**src/rtl/c1541_track_ctrl.sv**
```systemverilog
// ---------------------------------------------------------------------------
// c1541_track_ctrl
//
// Head-position tracker and track-buffer controller for a 1541-style drive.
// The stepper phases from the drive VIA are decoded into a half-track
// position (0..83). Once the head has been quiet for SETTLE_TICKS drive
// ticks, the controller writes back a dirty buffer and/or loads the
// half-track under the head through a simple req/ack storage handshake.
//
// Ports
//   clk          in   system clock (single domain)
//   reset_n      in   asynchronous active-low reset
//   ce           in   1 MHz drive clock enable; stepping and settle timing
//   stp[1:0]     in   stepper phase
//   mtr          in   spindle motor on
//   wr_strobe    in   drive wrote a byte into the track buffer
//   img_change   in   a new disk image was mounted
//   sd_ack       in   storage side completes the current request
//   sd_req       out  transfer request level
//   sd_wr        out  1 = write back buffer, 0 = load buffer
//   sd_htrack    out  half-track of the transfer
//   half_track   out  current head half-track
//   tr00_sense_n out  low when the head is on half-track 0
//   busy         out  controller is not idle
//   trk_valid    out  buffer holds the half-track under the head
// ---------------------------------------------------------------------------
module c1541_track_ctrl #(
    parameter int SETTLE_TICKS = 2048,
    parameter int START_HTRACK = 34
) (
    input  logic       clk,
    input  logic       reset_n,
    input  logic       ce,
    input  logic [1:0] stp,
    input  logic       mtr,
    input  logic       wr_strobe,
    input  logic       img_change,
    input  logic       sd_ack,
    output logic       sd_req,
    output logic       sd_wr,
    output logic [6:0] sd_htrack,
    output logic [6:0] half_track,
    output logic       tr00_sense_n,
    output logic       busy,
    output logic       trk_valid
);

    typedef enum logic [1:0] {
        ST_IDLE      = 2'd0,
        ST_SETTLE    = 2'd1,
        ST_WRITEBACK = 2'd2,
        ST_LOAD      = 2'd3
    } state_t;

    localparam logic [6:0]  NO_TRACK    = 7'h7F;
    localparam logic [6:0]  MAX_HTRACK  = 7'd83;
    localparam logic [6:0]  START_TRACK = 7'(START_HTRACK);
    localparam logic [11:0] SETTLE_LOAD = 12'(SETTLE_TICKS);

    state_t      state_q, state_d;
    logic [6:0]  half_track_q, half_track_d;
    logic [1:0]  prev_stp_q, prev_stp_d;
    logic [6:0]  loaded_q, loaded_d;
    logic        dirty_q, dirty_d;
    logic        reload_q, reload_d;
    logic [11:0] cnt_q, cnt_d;
    logic        sd_req_q, sd_req_d;
    logic        sd_wr_q, sd_wr_d;
    logic [6:0]  sd_htrack_q, sd_htrack_d;

    logic [1:0]  phase_diff_s;
    logic        move_s;
    logic        ack_ok_s;
    logic        mismatch_s;
    logic        buf_open_s;

    assign ack_ok_s   = sd_ack & sd_req_q;
    assign mismatch_s = (half_track_q != loaded_q);
    assign buf_open_s = (state_q == ST_IDLE) || (state_q == ST_SETTLE);

    // Stepper decode: +1 phase steps in, -1 phase steps out, 0/2 ignored.
    // A saturated step does not count as a move.
    always_comb begin
        half_track_d = half_track_q;
        prev_stp_d   = prev_stp_q;
        move_s       = 1'b0;
        phase_diff_s = stp - prev_stp_q;
        if (ce && mtr) begin
            prev_stp_d = stp;
            case (phase_diff_s)
                2'd1: begin
                    if (half_track_q != MAX_HTRACK) begin
                        half_track_d = half_track_q + 7'd1;
                        move_s       = 1'b1;
                    end else begin
                        half_track_d = half_track_q;
                    end
                end
                2'd3: begin
                    if (half_track_q != 7'd0) begin
                        half_track_d = half_track_q - 7'd1;
                        move_s       = 1'b1;
                    end else begin
                        half_track_d = half_track_q;
                    end
                end
                default: half_track_d = half_track_q;
            endcase
        end else begin
            prev_stp_d = prev_stp_q;
        end
    end

    // Buffer bookkeeping: dirty flag, loaded half-track, and the reload flag
    // that forces a fresh load when the image changes under a running load.
    always_comb begin
        if (img_change) begin
            dirty_d = 1'b0;
        end else if ((state_q == ST_WRITEBACK) && ack_ok_s) begin
            dirty_d = 1'b0;
        end else if (wr_strobe && (loaded_q != NO_TRACK) && buf_open_s) begin
            dirty_d = 1'b1;
        end else begin
            dirty_d = dirty_q;
        end

        if (img_change) begin
            loaded_d = NO_TRACK;
        end else if ((state_q == ST_LOAD) && ack_ok_s) begin
            loaded_d = reload_q ? NO_TRACK : sd_htrack_q;
        end else begin
            loaded_d = loaded_q;
        end

        if (state_q == ST_LOAD) begin
            if (ack_ok_s) begin
                reload_d = 1'b0;
            end else if (img_change) begin
                reload_d = 1'b1;
            end else begin
                reload_d = reload_q;
            end
        end else begin
            reload_d = 1'b0;
        end
    end

    // Transfer FSM next state, settle counter and registered request outputs.
    always_comb begin
        state_d = state_q;
        cnt_d   = cnt_q;
        case (state_q)
            ST_IDLE: begin
                if (move_s || mismatch_s || (dirty_q && !mtr)) begin
                    state_d = ST_SETTLE;
                    cnt_d   = SETTLE_LOAD;
                end else begin
                    state_d = ST_IDLE;
                end
            end
            ST_SETTLE: begin
                if (move_s) begin
                    cnt_d = SETTLE_LOAD;
                end else if (cnt_q == 12'd0) begin
                    // A write-back to an image that is being swapped out
                    // this very cycle is suppressed.
                    if (dirty_q && !img_change) begin
                        state_d = ST_WRITEBACK;
                    end else if (mismatch_s) begin
                        state_d = ST_LOAD;
                    end else begin
                        state_d = ST_IDLE;
                    end
                end else if (ce) begin
                    cnt_d = cnt_q - 12'd1;
                end else begin
                    cnt_d = cnt_q;
                end
            end
            ST_WRITEBACK: begin
                if (ack_ok_s) begin
                    state_d = mismatch_s ? ST_LOAD : ST_IDLE;
                end else begin
                    state_d = ST_WRITEBACK;
                end
            end
            ST_LOAD: begin
                if (ack_ok_s) begin
                    state_d = ST_IDLE;
                end else begin
                    state_d = ST_LOAD;
                end
            end
            default: begin
                state_d = ST_IDLE;
                cnt_d   = 12'd0;
            end
        endcase

        // The request always drops for at least one cycle after an honoured
        // ack, so a write-back followed by a load shows two distinct requests.
        sd_req_d = !ack_ok_s && ((state_d == ST_WRITEBACK) || (state_d == ST_LOAD));
        sd_wr_d  = !ack_ok_s && (state_d == ST_WRITEBACK);

        if ((state_d == ST_WRITEBACK) && (state_q != ST_WRITEBACK)) begin
            sd_htrack_d = loaded_q;
        end else if ((state_d == ST_LOAD) && (state_q != ST_LOAD)) begin
            sd_htrack_d = half_track_d;
        end else begin
            sd_htrack_d = sd_htrack_q;
        end
    end

    // State and datapath registers.
    always_ff @(posedge clk or negedge reset_n) begin
        if (!reset_n) begin
            state_q      <= ST_IDLE;
            half_track_q <= START_TRACK;
            prev_stp_q   <= 2'd0;
            loaded_q     <= NO_TRACK;
            dirty_q      <= 1'b0;
            reload_q     <= 1'b0;
            cnt_q        <= 12'd0;
            sd_req_q     <= 1'b0;
            sd_wr_q      <= 1'b0;
            sd_htrack_q  <= 7'd0;
        end else begin
            state_q      <= state_d;
            half_track_q <= half_track_d;
            prev_stp_q   <= prev_stp_d;
            loaded_q     <= loaded_d;
            dirty_q      <= dirty_d;
            reload_q     <= reload_d;
            cnt_q        <= cnt_d;
            sd_req_q     <= sd_req_d;
            sd_wr_q      <= sd_wr_d;
            sd_htrack_q  <= sd_htrack_d;
        end
    end

    assign sd_req       = sd_req_q;
    assign sd_wr        = sd_wr_q;
    assign sd_htrack    = sd_htrack_q;
    assign half_track   = half_track_q;
    assign tr00_sense_n = (half_track_q != 7'd0);
    assign busy         = (state_q != ST_IDLE);
    assign trk_valid    = buf_open_s && (half_track_q == loaded_q);

endmodule

```
**config.mk**
```make
export PLATFORM = sky130hd
export DESIGN_NAME = c1541_track_ctrl
export DESIGN_NICKNAME = d
export VERILOG_FILES = /design/src/rtl/c1541_track_ctrl.sv
export SDC_FILE = /design/constraint.sdc
export NUM_CORES = 1
export LEC_CHECK = 0
export BUFFER_PORTS_ARGS = -buffer_cell sky130_fd_sc_hd__buf_2
export CAP_MARGIN = 0
export CORE_ASPECT_RATIO = 0.9
export CORE_UTILIZATION = 40
export CTS_CLUSTER_SIZE = 28
export DETAILED_ROUTE_END_ITERATION = 8
export GPL_TIMING_DRIVEN = 1
export SETUP_SLACK_MARGIN = 0.2
export SLEW_MARGIN = 20
export SYNTH_ARGS = -nofsm -noshare
export SYNTH_HDL_FRONTEND = slang
export SYNTH_SLANG_ARGS = --single-unit
```
**constraint.sdc**
```tcl
create_clock -name clk -period 4.5 [get_ports clk]
set_input_delay 0.9 -clock clk [delete_from_list [all_inputs] [get_ports clk]]
set_output_delay 0.9 -clock clk [all_outputs]
set_load 0.05 [all_outputs]
```
==> out/summary.log <==
INFO  setup_path     ff2ff_path_depth=7
INFO  clocking       clk-insertion-delay-late=0.30ns
INFO  flow_run       count_of_max_cap_constraint_violations=0
INFO  detailed_routing wire_per_inst=16.85microns
INFO  clocking       cts.htree.levels=2
INFO  layout         final.fill_count=576
INFO  die            core_region_area=6081squm
INFO  placement      placement.cell_area=2711squm
INFO  die            design.portCount=28
INFO  yosys          synth-edff-count=0
INFO  clocking       post_cts_resize_count=0
INFO  power_and_ir_drop power.ir.vdd_worst=0.0002992V
INFO  layout         insertedDiodeCount=0
INFO  yosys          synth_nets=284
INFO  sta            relSlewSlack=37.71%
INFO  power_and_ir_drop power.density=739.0nW/um^2
INFO  global_route   global_route.overflow_total=0
INFO  sta            finClkSkew=0.009362ns
INFO  sta            final-max-slew-violation-count=0
INFO  worst_hold_path holdCritStartpoint=cnt_q[11]
INFO  setup_path     setup.reg_to_reg.worst_slack=1.29ns
INFO  placement      hpwl=4496microns
INFO  placement      post-place-cells=360
INFO  layout         layout_commonest_cell=sky130_fd_sc_hd__dfrtp_1
INFO  yosys          postSynthAreaPerCell=9.349squm
INFO  clocking       max-clock-path-buffers=2
INFO  global_route   grt_pass1_wl=10550microns
INFO  setup_path     critical_path_peak_fanout=8
INFO  layout         multiInputGateArea=1389squm
INFO  detailed_routing firstDrtPassIters=4
INFO  placement      globalplace.congestion=0.7781
INFO  detailed_routing met2WireLength=2720microns
INFO  detailed_routing top_signal_layer_used=met4
INFO  detailed_routing drt-initial-drc-count=204
INFO  setup_path     timing.critical_path.required=4.68ns
INFO  global_route   grt.total_usage=20.32%
INFO  yosys          ys_seq_area_share=41.24%
INFO  die            vertical_die_dimension=77.23microns
INFO  sta            setup_viol=0
INFO  detailed_routing vias_per_cell=5.986
INFO  global_route   first_global_vias=2125
INFO  sta            finalHoldViolations=0
INFO  setup_path     worst_setup_path_start_kind=flop
INFO  setup_path     r2r-start=half_track[1]
INFO  sta            grt_setup_unrepaired=false
INFO  detailed_routing postRouteAntennaNets=0
INFO  yosys          synth_largest_area_cell=sky130_fd_sc_hd__dfrtp_1
INFO  setup_path     cp_cell_sequence=ha_1 > nand4b_1 > o31ai_1 > a21oi_1 > nor4_4 > mux2i_1 > a221o_1
INFO  setup_path     timing.critical_path.slowest_stage_cell=sky130_fd_sc_hd__nor4_4
INFO  sta            finalSetupTns=0ns
INFO  yosys          yosys_register_bits=41
INFO  yosys          mappedNetlistArea=2515squm
INFO  setup_path     crit_type=flop to flop
INFO  worst_hold_path count_of_cells_along_the_worst_hold_path=1
INFO  clocking       cts.reportedPaths.clkPinSlew=0.09ns
INFO  worst_hold_path hold_path_class=flop to flop
INFO  die            floorplan.die_area=6609squm
INFO  sta            fmaxAchievable=311.0MHz
INFO  sta            tightestPinTransition=0.9344ns
INFO  die            fp-row-count=27
INFO  layout         finalNetCount=310
INFO  global_route   grt_max_degree=42
INFO  clocking       cts_root_buf=sky130_fd_sc_hd__clkbuf_8
INFO  layout         most-common-layout-cells=sky130_fd_sc_hd__dfrtp_1, sky130_fd_sc_hd__buf_2, sky130_fd_sc_hd__nand2_1
INFO  power_and_ir_drop p_leak=1.231nW
INFO  clocking       cts_hold_buffers=0
INFO  yosys          synthTopCellsByArea=sky130_fd_sc_hd__dfrtp_1, sky130_fd_sc_hd__dfstp_2, sky130_fd_sc_hd__nand2_1
INFO  layout         area_delta_synth_final=13.13%
INFO  detailed_routing met3WireLength=319microns
INFO  detailed_routing drc=0
INFO  setup_path     cp-end-kind=flop
INFO  setup_path     worst_setup_path_startpoint=half_track[1]
INFO  layout         fin_util=46.79%
INFO  global_route   grt_antenna_before_repair=0
INFO  layout         drive_gt1_share=18.24%
INFO  die            dieWidth=85.58microns
INFO  die            initial_core_util=41.36%
INFO  detailed_routing detail_route.wirelength=6200microns
INFO  clocking       cts_tree=done
INFO  sta            final_min_period_over_clock_period=71.44%
INFO  placement      portBuffers=27
INFO  run_status     run_status=complete, no violations
INFO  clocking       cts.sink_count=41
INFO  yosys          synth_flop_cell=sky130_fd_sc_hd__dfrtp_1
INFO  clocking       cts_made_buffers=5
INFO  yosys          synth.yosys.warnings=0
INFO  yosys          synth_async_sr_flop_share=100.0%
INFO  setup_path     worst_ep_arrival_time=3.40ns
INFO  yosys          synth_top_area_share=31.84%
INFO  detailed_routing number_of_vias_in_the_routed_layout=2203
INFO  setup_path     delay_of_the_slowest_critical_path_stage=0.67ns
INFO  layout         layout.cell_area.non_filler=2845squm
INFO  yosys          yosysUniqueCellTypes=50
INFO  clocking       postCtsSetupRepairBufs=0
INFO  detailed_routing route.layer.met1.wl=3057microns
INFO  sta            minimum_clock_period_after_layout=3.215ns
INFO  layout         seq_area=1037squm
INFO  layout         instances_no_fill=368
INFO  yosys          syn_inst=269
[metal layers]
| layer | track usage [%] | up-vias |
|---|---|---|
| li1 | - | 1063 |
| met5 | 0 | - |
| met2 | 30.56 | 54 |
| met1 | 29.73 | 1073 |
| met3 | 3.122 | 13 |
| met4 | 6.667 | 0 |
[power by group]
group | switching [mW] | leakage (nW) | internal [mW]
clock network | 0.143 | 0.0681 | 0.221
logic | 0.677 | 0.679 | 0.350
registers | 0.210 | 0.484 | 0.502
[registers in the layout, indices dropped and copies added, names as in the netlist]
| name | flops |
|---|---|
| sd_htrack | 7 |
| prev_stp_q | 2 |
| loaded_q | 7 |
| state_q | 2 |
| cnt_q | 12 |
| dirty_q | 1 |
| sd_wr | 1 |
| reload_q | 1 |
| sd_req | 1 |
| half_track | 7 |
[path summary, 6_finish.rpt]
check / to
hold reg to reg: cnt_q[11]
setup reg to reg: sd_htrack[2]
min in group asynchronous: prev_stp_q[1]
max in group asynchronous: cnt_q[2]
setup / recovery: sd_htrack[2]
hold / removal: cnt_q[11]
[cells in the mapped netlist, types with 7 or more instances]
master / instances
sky130_fd_sc_hd__a21oi_1: 7
sky130_fd_sc_hd__a31oi_1: 9
sky130_fd_sc_hd__dfrtp_1: 32
sky130_fd_sc_hd__dfstp_2: 9
sky130_fd_sc_hd__inv_1: 14
sky130_fd_sc_hd__mux2i_1: 9
sky130_fd_sc_hd__nand2_1: 26
sky130_fd_sc_hd__nand3_1: 8
sky130_fd_sc_hd__nor2_1: 17
sky130_fd_sc_hd__nor3_1: 13
sky130_fd_sc_hd__o21ai_0: 13
sky130_fd_sc_hd__o22a_1: 9
sky130_fd_sc_hd__o31ai_1: 12
sky130_fd_sc_hd__xor2_1: 7
[logic make-up after synthesis]
group,after synthesis,synth area share [%]
flops,41,41.24
mux,10,4.030
xor+xnor,10,4.627
fa+ha+maj,6,2.985
compound gates,82,23.13
simple gates,97,20.45
buf+inv,23,3.532
[stage by stage]
stage,power (mW),setup WS (ns),hold WS (ns)
6_report,2.103,1.285,0.5001
5_1_grt,2.250,1.048,0.5227
4_1_cts,2.101,1.283,0.4949
3_5_place_dp,1.738,1.098,0.4788
3_3_place_gp,1.724,1.147,0.4764
2_1_floorplan,1.476,1.340,0.4435
[critical path: cells and delay by family (launching register included)]
family                   cells  cell delay (ns)
AO/OA/AOI/OAI                3             1.24
multiplexers                 1             0.15
flip-flops                   1             0.63
AND/OR/NAND/NOR              2             0.83
adder cells (fa/ha/maj)      1             0.25
[final cells by class]
type / count / share of cell area [%]
Tap cell: 72 / 3.166
Timing Repair Buffer: 28 / 5.013
Inverter: 14 / 1.847
Clock buffer: 5 / 2.419
Sequential cell: 41 / 36.46
Multi-Input combinational cell: 205 / 48.81
Clock inverter: 3 / 2.287
(Power assumes the default switching activity.)
